### config.mk
export PLATFORM = sky130hd
export DESIGN_NAME = apb_master_bridge_flat
export DESIGN_NICKNAME = d
export VERILOG_FILES = /design/src/rtl/apb_master_bridge_if.sv /design/src/rtl/apb_master_bridge.sv /design/src/flat_wrapper.sv
export SDC_FILE = /design/constraint.sdc
export NUM_CORES = 1
export LEC_CHECK = 0
export CAP_MARGIN = 20
export CORE_MARGIN = 8
export CORE_UTILIZATION = 36
export DETAILED_ROUTE_END_ITERATION = 10
export GPL_TIMING_DRIVEN = 0
export PLACE_DENSITY_LB_ADDON = 0.12
export SLEW_MARGIN = 20
export SYNTH_ARGS = -nofsm -noshare
export SYNTH_HDL_FRONTEND = slang
export SYNTH_SLANG_ARGS = --single-unit
### constraint.sdc
create_clock -name pclk -period 1.5 [get_ports pclk]
set_clock_uncertainty 0.1 [all_clocks]
set_input_delay 0.3 -clock pclk [delete_from_list [all_inputs] [get_ports pclk]]
set_output_delay 0.3 -clock pclk [all_outputs]
set_load 0.02 [all_outputs]
### src/rtl/apb_master_bridge_if.sv
// Command/response and APB bus bundle for apb_master_bridge.
// master modport is the bridge side; slave modport is the controller/APB-slave side.
interface apb_master_bridge_if #(
    parameter int ADDR_W = 32,
    parameter int DATA_W = 32
);
    logic              cmd_valid;
    logic              cmd_ready;
    logic              cmd_write;
    logic [ADDR_W-1:0] cmd_addr;
    logic [DATA_W-1:0] cmd_wdata;
    logic              rsp_valid;
    logic              rsp_ready;
    logic [DATA_W-1:0] rsp_rdata;
    logic              rsp_err;
    logic              psel;
    logic              penable;
    logic              pwrite;
    logic [ADDR_W-1:0] paddr;
    logic [DATA_W-1:0] pwdata;
    logic [DATA_W-1:0] prdata;
    logic              pready;
    logic              pslverr;

    modport master (
        input  cmd_valid, cmd_write, cmd_addr, cmd_wdata, rsp_ready,
        input  prdata, pready, pslverr,
        output cmd_ready, rsp_valid, rsp_rdata, rsp_err,
        output psel, penable, pwrite, paddr, pwdata
    );

    modport slave (
        output cmd_valid, cmd_write, cmd_addr, cmd_wdata, rsp_ready,
        output prdata, pready, pslverr,
        input  cmd_ready, rsp_valid, rsp_rdata, rsp_err,
        input  psel, penable, pwrite, paddr, pwdata
    );
endinterface

### src/rtl/apb_master_bridge.sv
// Single-outstanding APB initiator: valid/ready command in, APB SETUP/ACCESS out, valid/ready response back.
// Optional ACCESS-phase timeout enabled by defining APB_MASTER_TIMEOUT_EN.
module apb_master_bridge #(
    parameter int ADDR_W         = 32,
    parameter int DATA_W         = 32,
    parameter int TIMEOUT_CYCLES = 16
) (
    input  logic                 pclk,
    input  logic                 presetn,
    apb_master_bridge_if.master  bus
);
    localparam logic [1:0] IDLE   = 2'd0;
    localparam logic [1:0] SETUP  = 2'd1;
    localparam logic [1:0] ACCESS = 2'd2;
    localparam logic [1:0] RESP   = 2'd3;

    logic [1:0]        state_r,     state_s;
    logic              cmd_ready_r, cmd_ready_s;
    logic              psel_r,      psel_s;
    logic              penable_r,   penable_s;
    logic              pwrite_r,    pwrite_s;
    logic [ADDR_W-1:0] paddr_r,     paddr_s;
    logic [DATA_W-1:0] pwdata_r,    pwdata_s;
    logic              rsp_valid_r, rsp_valid_s;
    logic              rsp_err_r,   rsp_err_s;
    logic [DATA_W-1:0] rsp_rdata_r, rsp_rdata_s;
    logic              timeout_hit_s;

`ifdef APB_MASTER_TIMEOUT_EN
    localparam int                CNT_W    = $clog2(TIMEOUT_CYCLES) + 1;
    localparam logic [CNT_W-1:0]  TMO_LAST = CNT_W'(TIMEOUT_CYCLES - 1);

    logic [CNT_W-1:0] tmo_cnt_r;

    // Wait-state counter: zero outside ACCESS, so it is clear on every ACCESS entry.
    always_ff @(posedge pclk or negedge presetn) begin
        if (!presetn) begin
            tmo_cnt_r <= {CNT_W{1'b0}};
        end else if (state_r != ACCESS) begin
            tmo_cnt_r <= {CNT_W{1'b0}};
        end else if (!bus.pready) begin
            tmo_cnt_r <= tmo_cnt_r + {{(CNT_W-1){1'b0}}, 1'b1};
        end else begin
            tmo_cnt_r <= tmo_cnt_r;
        end
    end

    // Limit reached on this edge unless the slave answers in the same cycle.
    always_comb begin
        timeout_hit_s = (state_r == ACCESS) && !bus.pready && (tmo_cnt_r == TMO_LAST);
    end
`else
    // No timeout hardware: ACCESS waits for pready indefinitely.
    always_comb begin
        timeout_hit_s = 1'b0;
    end
`endif

    // Next-state and next-output computation for the transfer sequencer.
    always_comb begin
        state_s     = state_r;
        cmd_ready_s = cmd_ready_r;
        psel_s      = psel_r;
        penable_s   = penable_r;
        pwrite_s    = pwrite_r;
        paddr_s     = paddr_r;
        pwdata_s    = pwdata_r;
        rsp_valid_s = rsp_valid_r;
        rsp_err_s   = rsp_err_r;
        rsp_rdata_s = rsp_rdata_r;
        case (state_r)
            IDLE: begin
                if (bus.cmd_valid && cmd_ready_r) begin
                    pwrite_s    = bus.cmd_write;
                    paddr_s     = bus.cmd_addr;
                    pwdata_s    = bus.cmd_wdata;
                    psel_s      = 1'b1;
                    penable_s   = 1'b0;
                    cmd_ready_s = 1'b0;
                    state_s     = SETUP;
                end else begin
                    cmd_ready_s = 1'b1;
                end
            end
            SETUP: begin
                penable_s = 1'b1;
                state_s   = ACCESS;
            end
            ACCESS: begin
                if (bus.pready) begin
                    psel_s      = 1'b0;
                    penable_s   = 1'b0;
                    rsp_rdata_s = pwrite_r ? {DATA_W{1'b0}} : bus.prdata;
                    rsp_err_s   = bus.pslverr;
                    rsp_valid_s = 1'b1;
                    state_s     = RESP;
                end else if (timeout_hit_s) begin
                    psel_s      = 1'b0;
                    penable_s   = 1'b0;
                    rsp_rdata_s = {DATA_W{1'b0}};
                    rsp_err_s   = 1'b1;
                    rsp_valid_s = 1'b1;
                    state_s     = RESP;
                end else begin
                    state_s = ACCESS;
                end
            end
            RESP: begin
                if (bus.rsp_ready) begin
                    rsp_valid_s = 1'b0;
                    cmd_ready_s = 1'b1;
                    state_s     = IDLE;
                end else begin
                    state_s = RESP;
                end
            end
            default: begin
                state_s     = IDLE;
                cmd_ready_s = 1'b1;
                psel_s      = 1'b0;
                penable_s   = 1'b0;
                rsp_valid_s = 1'b0;
            end
        endcase
    end

    // State and registered outputs; reset drops psel/penable immediately.
    always_ff @(posedge pclk or negedge presetn) begin
        if (!presetn) begin
            state_r     <= IDLE;
            cmd_ready_r <= 1'b1;
            psel_r      <= 1'b0;
            penable_r   <= 1'b0;
            pwrite_r    <= 1'b0;
            paddr_r     <= {ADDR_W{1'b0}};
            pwdata_r    <= {DATA_W{1'b0}};
            rsp_valid_r <= 1'b0;
            rsp_err_r   <= 1'b0;
            rsp_rdata_r <= {DATA_W{1'b0}};
        end else begin
            state_r     <= state_s;
            cmd_ready_r <= cmd_ready_s;
            psel_r      <= psel_s;
            penable_r   <= penable_s;
            pwrite_r    <= pwrite_s;
            paddr_r     <= paddr_s;
            pwdata_r    <= pwdata_s;
            rsp_valid_r <= rsp_valid_s;
            rsp_err_r   <= rsp_err_s;
            rsp_rdata_r <= rsp_rdata_s;
        end
    end

    assign bus.cmd_ready = cmd_ready_r;
    assign bus.psel      = psel_r;
    assign bus.penable   = penable_r;
    assign bus.pwrite    = pwrite_r;
    assign bus.paddr     = paddr_r;
    assign bus.pwdata    = pwdata_r;
    assign bus.rsp_valid = rsp_valid_r;
    assign bus.rsp_err   = rsp_err_r;
    assign bus.rsp_rdata = rsp_rdata_r;
endmodule

### src/flat_wrapper.sv
// flat-port wrapper written by rule: the top's interface ports become plain ports
module apb_master_bridge_flat 
#(
    parameter int ADDR_W         = 32,
    parameter int DATA_W         = 32,
    parameter int TIMEOUT_CYCLES = 16
)
  (pclk, presetn, bus_cmd_valid, bus_cmd_write, bus_cmd_addr, bus_cmd_wdata, bus_rsp_ready, bus_prdata, bus_pready, bus_pslverr, bus_cmd_ready, bus_rsp_valid, bus_rsp_rdata, bus_rsp_err, bus_psel, bus_penable, bus_pwrite, bus_paddr, bus_pwdata);
  apb_master_bridge_if #(.ADDR_W(ADDR_W), .DATA_W(DATA_W)) bus_i ();
  input  logic pclk;
  input  logic presetn;
  input wire logic [$bits(bus_i.cmd_valid)-1:0] bus_cmd_valid;
  input wire logic [$bits(bus_i.cmd_write)-1:0] bus_cmd_write;
  input wire logic [$bits(bus_i.cmd_addr)-1:0] bus_cmd_addr;
  input wire logic [$bits(bus_i.cmd_wdata)-1:0] bus_cmd_wdata;
  input wire logic [$bits(bus_i.rsp_ready)-1:0] bus_rsp_ready;
  input wire logic [$bits(bus_i.prdata)-1:0] bus_prdata;
  input wire logic [$bits(bus_i.pready)-1:0] bus_pready;
  input wire logic [$bits(bus_i.pslverr)-1:0] bus_pslverr;
  output wire logic [$bits(bus_i.cmd_ready)-1:0] bus_cmd_ready;
  output wire logic [$bits(bus_i.rsp_valid)-1:0] bus_rsp_valid;
  output wire logic [$bits(bus_i.rsp_rdata)-1:0] bus_rsp_rdata;
  output wire logic [$bits(bus_i.rsp_err)-1:0] bus_rsp_err;
  output wire logic [$bits(bus_i.psel)-1:0] bus_psel;
  output wire logic [$bits(bus_i.penable)-1:0] bus_penable;
  output wire logic [$bits(bus_i.pwrite)-1:0] bus_pwrite;
  output wire logic [$bits(bus_i.paddr)-1:0] bus_paddr;
  output wire logic [$bits(bus_i.pwdata)-1:0] bus_pwdata;
  assign bus_i.cmd_valid = bus_cmd_valid;
  assign bus_i.cmd_write = bus_cmd_write;
  assign bus_i.cmd_addr = bus_cmd_addr;
  assign bus_i.cmd_wdata = bus_cmd_wdata;
  assign bus_i.rsp_ready = bus_rsp_ready;
  assign bus_i.prdata = bus_prdata;
  assign bus_i.pready = bus_pready;
  assign bus_i.pslverr = bus_pslverr;
  assign bus_cmd_ready = bus_i.cmd_ready;
  assign bus_rsp_valid = bus_i.rsp_valid;
  assign bus_rsp_rdata = bus_i.rsp_rdata;
  assign bus_rsp_err = bus_i.rsp_err;
  assign bus_psel = bus_i.psel;
  assign bus_penable = bus_i.penable;
  assign bus_pwrite = bus_i.pwrite;
  assign bus_paddr = bus_i.paddr;
  assign bus_pwdata = bus_i.pwdata;
  apb_master_bridge #(.ADDR_W(ADDR_W), .DATA_W(DATA_W), .TIMEOUT_CYCLES(TIMEOUT_CYCLES)) u_core (.pclk(pclk), .presetn(presetn), .bus(bus_i));
endmodule
[Yosys cells after proc, flatten, opt, wreduce, memory -nomap -nowiden]
Index checks and enable logic that the tools add are counted.
Operators by class
  mux-type cells: 16
  equal/unequal tests: 6
  reduce and logical (&&, ||, !) cells: 12
Operators by type and width (number)
  $mux W32: 1
  $reduce_and A3 Y1: 3
  $mux W1: 8
  $pmux W2 S4: 1
  $pmux W1 S2: 3
  $reduce_and A2 Y1: 3
  $reduce_bool A2 Y1: 3
  $eq A2 B2 Y1 const B: 2
  $mux W2: 2
  $ne A2 B2 Y1 const B: 2
  $pmux W1 S3: 1
  $reduce_bool A3 Y1: 1
  $eq A2 B1 Y1 const B: 1
  $logic_not A2 Y1: 1
  $ne A2 B1 Y1 const B: 1
  $logic_and A1 B1 Y1: 1
Word-level totals
  word-level logic and storage cells: 44
  input bits: 103
  flip-flop bits (word level): 104
  output and inout bits: 102

[Depth between registers and ports, before layout]
Gate-level depths: netlist (run 1).
  depth after elaboration: 3
  gate-level depth with buffers: 5
  mapped depth without buffers: 2

[Least setup slack after synthesis (run 1)]
No wires, ideal clock.
  kind: reg2reg
  start point: reg u_core.cmd_ready_r (netlist: u_core.bus.cmd_ready)
  end point: reg u_core.paddr_r[19] (netlist: u_core.bus.paddr[19])
  period minus slack after synthesis: 1.731 ns
  slack: -0.231 ns
  required time: 1.275 ns
  buffers on the path: 3
  arrival time: 1.506 ns
  stages on the path, launching flop included: 6
  setup time: 0.125 ns
  cell sequence: dfstp_2 and4bb_1 clkbuf_2 buf_6 buf_6 mux2_4
On the way
  cells in the longest elaborated chain, start to end: 2
RTL lines
  start, declared: RTL line apb_master_bridge.sv:18  | logic cmd_ready_r, cmd_ready_s;
  start signal, assigned: RTL line apb_master_bridge.sv:142  | cmd_ready_r <= cmd_ready_s;
  $logic_and A1 B1 Y1: RTL line apb_master_bridge.sv:73  | if (bus.cmd_valid && cmd_ready_r) begin
  $reduce_and A2 Y1 (no source line)
  end signal, assigned: RTL line apb_master_bridge.sv:135  | paddr_r <= {ADDR_W{1'b0}};
  end signal, assigned: RTL line apb_master_bridge.sv:146  | paddr_r <= paddr_s;
  end, declared: RTL line apb_master_bridge.sv:22  | logic [ADDR_W-1:0] paddr_r, paddr_s;
No other way between the ends.
A chain may end at the register's enable or synchronous reset.

[Final worst setup path (run 1)]
  start point: reg u_core.state_r[0]
  end point: reg u_core.paddr_r[26] (netlist: u_core.bus.paddr[26])
On the way
  cells in the longest elaborated chain, start to end: 2
RTL lines
  start, declared: RTL line apb_master_bridge.sv:17  | logic [1:0] state_r, state_s;
  start signal, assigned: RTL line apb_master_bridge.sv:141  | state_r <= state_s;
  $logic_not A2 Y1: RTL line apb_master_bridge.sv:71  | case (state_r)
  $reduce_and A2 Y1 (no source line)
No other way between the ends.

==> out/qor.csv, run 1 <==
metric;value;unit
result_of_the_run;finished, violations left;
failed_checks;setup timing;
dp_cells;617;
postLayoutSetupSlackWorst;-0.1354;ns
clock_transition_at_the_register_clock_pins_on_the_worst_setup_and_hold_paths_after_cts;0.07;ns
worst_r2r_path_depth;4;
grt_overflow;0;
tns;-9.987;ns
unrepaired_setup_endpoints_after_global_routing;true;
post-synth-top-count-cell;dfrtp_1;
leakage;3.431;nW
critical_path_required;1.64;ns
chipWidth;123.6;um
die_h;123.6;um
holdWs;0.2790;ns
wl_per_cell;19.61;um
fraction_of_final_layout_cells_with_drive_strength_greater_than_1;31.12;%
via_count_of_the_first_global_routing_pass;3494;
synth-edff-count;0;
critical_path.endpoint;u_core.bus.paddr[26];
timing.critical_path.from_type;register;
dominantRegCellSynth;dfrtp_1;
critical_path.endpoint_type;register;
max-slew-margin-rel;70.89;%
antenna_violations_before_repair;0;
clock_insertion_delay_worst_skew;0.35;ns
floorplan.initialDensity;36.67;%
ys_ff_latch;104;
tritoncts;built;
synth-warning-count;0;
synth_top_area_share;61.82;%
fillerInstances;883;
synth.top_cells.by_area;dfrtp_1 62%, mux2_2 24%, nor2b_1 5.0%;
post-dp-hpwl;8798;um
rows;39;
area_growth_from_synthesis_to_layout;77.64;%
r2r_path_start;u_core.state_r[0];
synth.distinct_cells;24;
clock-root-buffer;clkbuf_16;
critical_path.max_fanout;8;
cts_max_path_buffers;2;
synth_area;0.004169;mm^2
synth_cells;269;
max-vdd-ir-drop;1.140;mV
max_cap_viol_count;0;
synthDominantAreaCellType;dfrtp_1;
nNetsFinal;609;
routabilityCongestion;0.6901;
synth_nets;372;
pwr_density_cell;2111;mW/mm^2
antenna_cells;0;
hold_path.class;input port to register;
grt_util_all_layers;17.12;%
io_buffer_count;204;
drc;0;
crit_type;register to register;
cp-startpoint;u_core.state_r[0];
boundaryPins;205;
drt_first_pass_iters;4;
final.min_clock_period;1.635;ns
ys_seq_area_share;62.45;%
dp_slack;-0.5781;ns
timing.final.crit_share;109.0;%
detail-route-antenna-nets;0;
detailedRoute.firstIterationViolations;122;
cts.htree.levels;3;
fmax;0.6115;GHz
cts.sinks;104;
finalMaxSlewViolations;0;
die-area;0.01528;mm^2
setup_violations;94;
core;0.01137;mm^2
power;15.63;mW
cts_buffers;9;
synth_commonest_cells;103 x dfrtp_1, 88 x mux2_2, 33 x nor2b_1;
worstMarginPinSlew;0.4367;ns
route.detailed.vias_per_inst;4.641;
routed_wirelength;12830;um
grt_pass1_wl;19740;um
regToRegEndpoint;u_core.bus.paddr[26];
vias;3035;
timing.final.hold_violations;0;
instances_no_fill;654;
per_instance_average_area_after_synthesis;15.50;um^2
worst_setup_slack_for_register_to_register_paths;-0.14;ns
async_flop_share;100.0;%
timing.critical_path.arrival;1.77;ns
grt_start_max_net_pins;75;
==> cell usage in the layout, fill, tap and decap left out, types with 2 or more instances in the layout <==
| master | Yosys | final |
|---|---|---|
| dfrtp_1 | 103 | 101 |
| clkdlybuf4s50_1 | 0 | 100 |
| mux2_4 | 10 | 83 |
| dlygate4sd2_1 | 0 | 61 |
| clkdlybuf4s15_1 | 0 | 38 |
| nor2b_1 | 33 | 33 |
| mux2_2 | 88 | 15 |
| buf_12 | 0 | 9 |
| buf_6 | 3 | 9 |
| clkbuf_16 | 0 | 9 |
| buf_8 | 0 | 7 |
| buf_4 | 0 | 7 |
| buf_16 | 0 | 4 |
| clkbuf_1 | 3 | 3 |
| bufinv_16 | 0 | 3 |
| inv_1 | 2 | 2 |
| nand2_1 | 2 | 2 |
| clkbuf_8 | 0 | 2 |
| dfrtp_2 | 0 | 2 |
==> power by group <==
group	internal [mW]	leakage, nW	total (mW)	switching (mW)
registers	4.18	1.26	4.91	0.736
logic	4.31	2.00	7.97	3.66
clock network	1.72	0.172	2.75	1.03
==> layout make-up <==
class	count	area, um^2	area share (%)
sequential	104	2606	35.19
buffer	12	155.1	2.095
inverter	2	7.507	0.1014
tap	143	178.9	2.416
timing repair buffer	230	2354	31.78
clock buffer	11	252.7	3.413
clock inverter	5	102.6	1.385
multi-input combinational	147	1749	23.62
==> routing by layer <==
layer	vias to the layer above	wire, um	GRT usage [%]
li1	1399	-	-
met1	1524	5112	19.44
met2	99	6627	29.21
met3	13	903	6.256
met4	0	184	5.869
met5	-	0	0
==> worst min-delay path by stage <==
stage / from / endpoint / slack (ns) / depth (start not counted)
floorplan: presetn / u_core.bus.paddr[0] / -0.1 / 0
global placement: u_core.bus.cmd_ready / u_core.bus.cmd_ready / 0.39 / 2
detailed placement: presetn / u_core.bus.rsp_rdata[18] / 0.10 / 1
CTS: presetn / u_core.bus.rsp_rdata[18] / 0.29 / 2
global route: bus_pready / u_core.bus.psel / 0.29 / 3
finish: bus_pready / u_core.bus.psel / 0.28 / 3
==> kinds of logic (layout without fill, tap and decap cells) <==
logic type	Yosys count	after routing	share of synthesized area (%)
mux	98	98	27.37
flops	104	104	62.46
buf+inv	18	260	2.461
compound gates	6	6	1.171
simple gates	43	43	6.543
==> per-stage QoR <==
step                      util (%)  cell area [um^2]
after floorplan                  -              4180
after global placement       56.30              6401
after detailed placement     56.55              6430
after CTS                    66.16              7522
after global routing         65.14              7406
final                        65.14              7406
==> sequential cells by signal (all words and copies together) (netlist names) <==
| signal | count |
|---|---|
| u_core.state_r | 2 |
| u_core.bus.pwrite | 1 |
| u_core.bus.rsp_rdata | 32 |
| u_core.bus.psel | 1 |
| u_core.bus.paddr | 32 |
| u_core.bus.pwdata | 32 |
| u_core.bus.penable | 1 |
| u_core.bus.rsp_valid | 1 |
| u_core.bus.cmd_ready | 1 |
| u_core.bus.rsp_err | 1 |
==> worst max-delay path, cell delays in order, from the launching register on <==
cell and delay, ns:
dfrtp_2 0.42, and4bb_4 0.41, buf_12 0.16, buf_8 0.13
mux2_4 0.30
==> timing repair <==
item	CTS	global route
pin swaps	2	2
resized for setup	230	57
buffers inserted	22	2
hold buffers	1	0
endpoints found under the setup margin	199	141
hold endpoints to repair	30	0
gates cloned	9	0
Note: power is estimated with default switching activity, not from simulation.
==> inputs of run 2 (changes only) <==
--- a/config.mk
+++ b/config.mk
@@ -5,7 +5,7 @@
 export SDC_FILE = /design/constraint.sdc
 export NUM_CORES = 1
 export LEC_CHECK = 0
-export CAP_MARGIN = 20
+export CAP_MARGIN = 25
 export CORE_MARGIN = 8
 export CORE_UTILIZATION = 36
 export DETAILED_ROUTE_END_ITERATION = 10
==> results of run 2 <==
Same layout as run 1: the final DEF is identical, and so are final timing and power.
==> inputs of run 3 (changes only) <==
--- a/config.mk
+++ b/config.mk
@@ -5,6 +5,7 @@
 export SDC_FILE = /design/constraint.sdc
 export NUM_CORES = 1
 export LEC_CHECK = 0
+export ABC_CLOCK_PERIOD_IN_PS = 1500
 export CAP_MARGIN = 25
 export CORE_MARGIN = 8
 export CORE_UTILIZATION = 36
==> results of run 3 <==
Same layout as run 1: the final DEF is identical, and so are final timing and power.
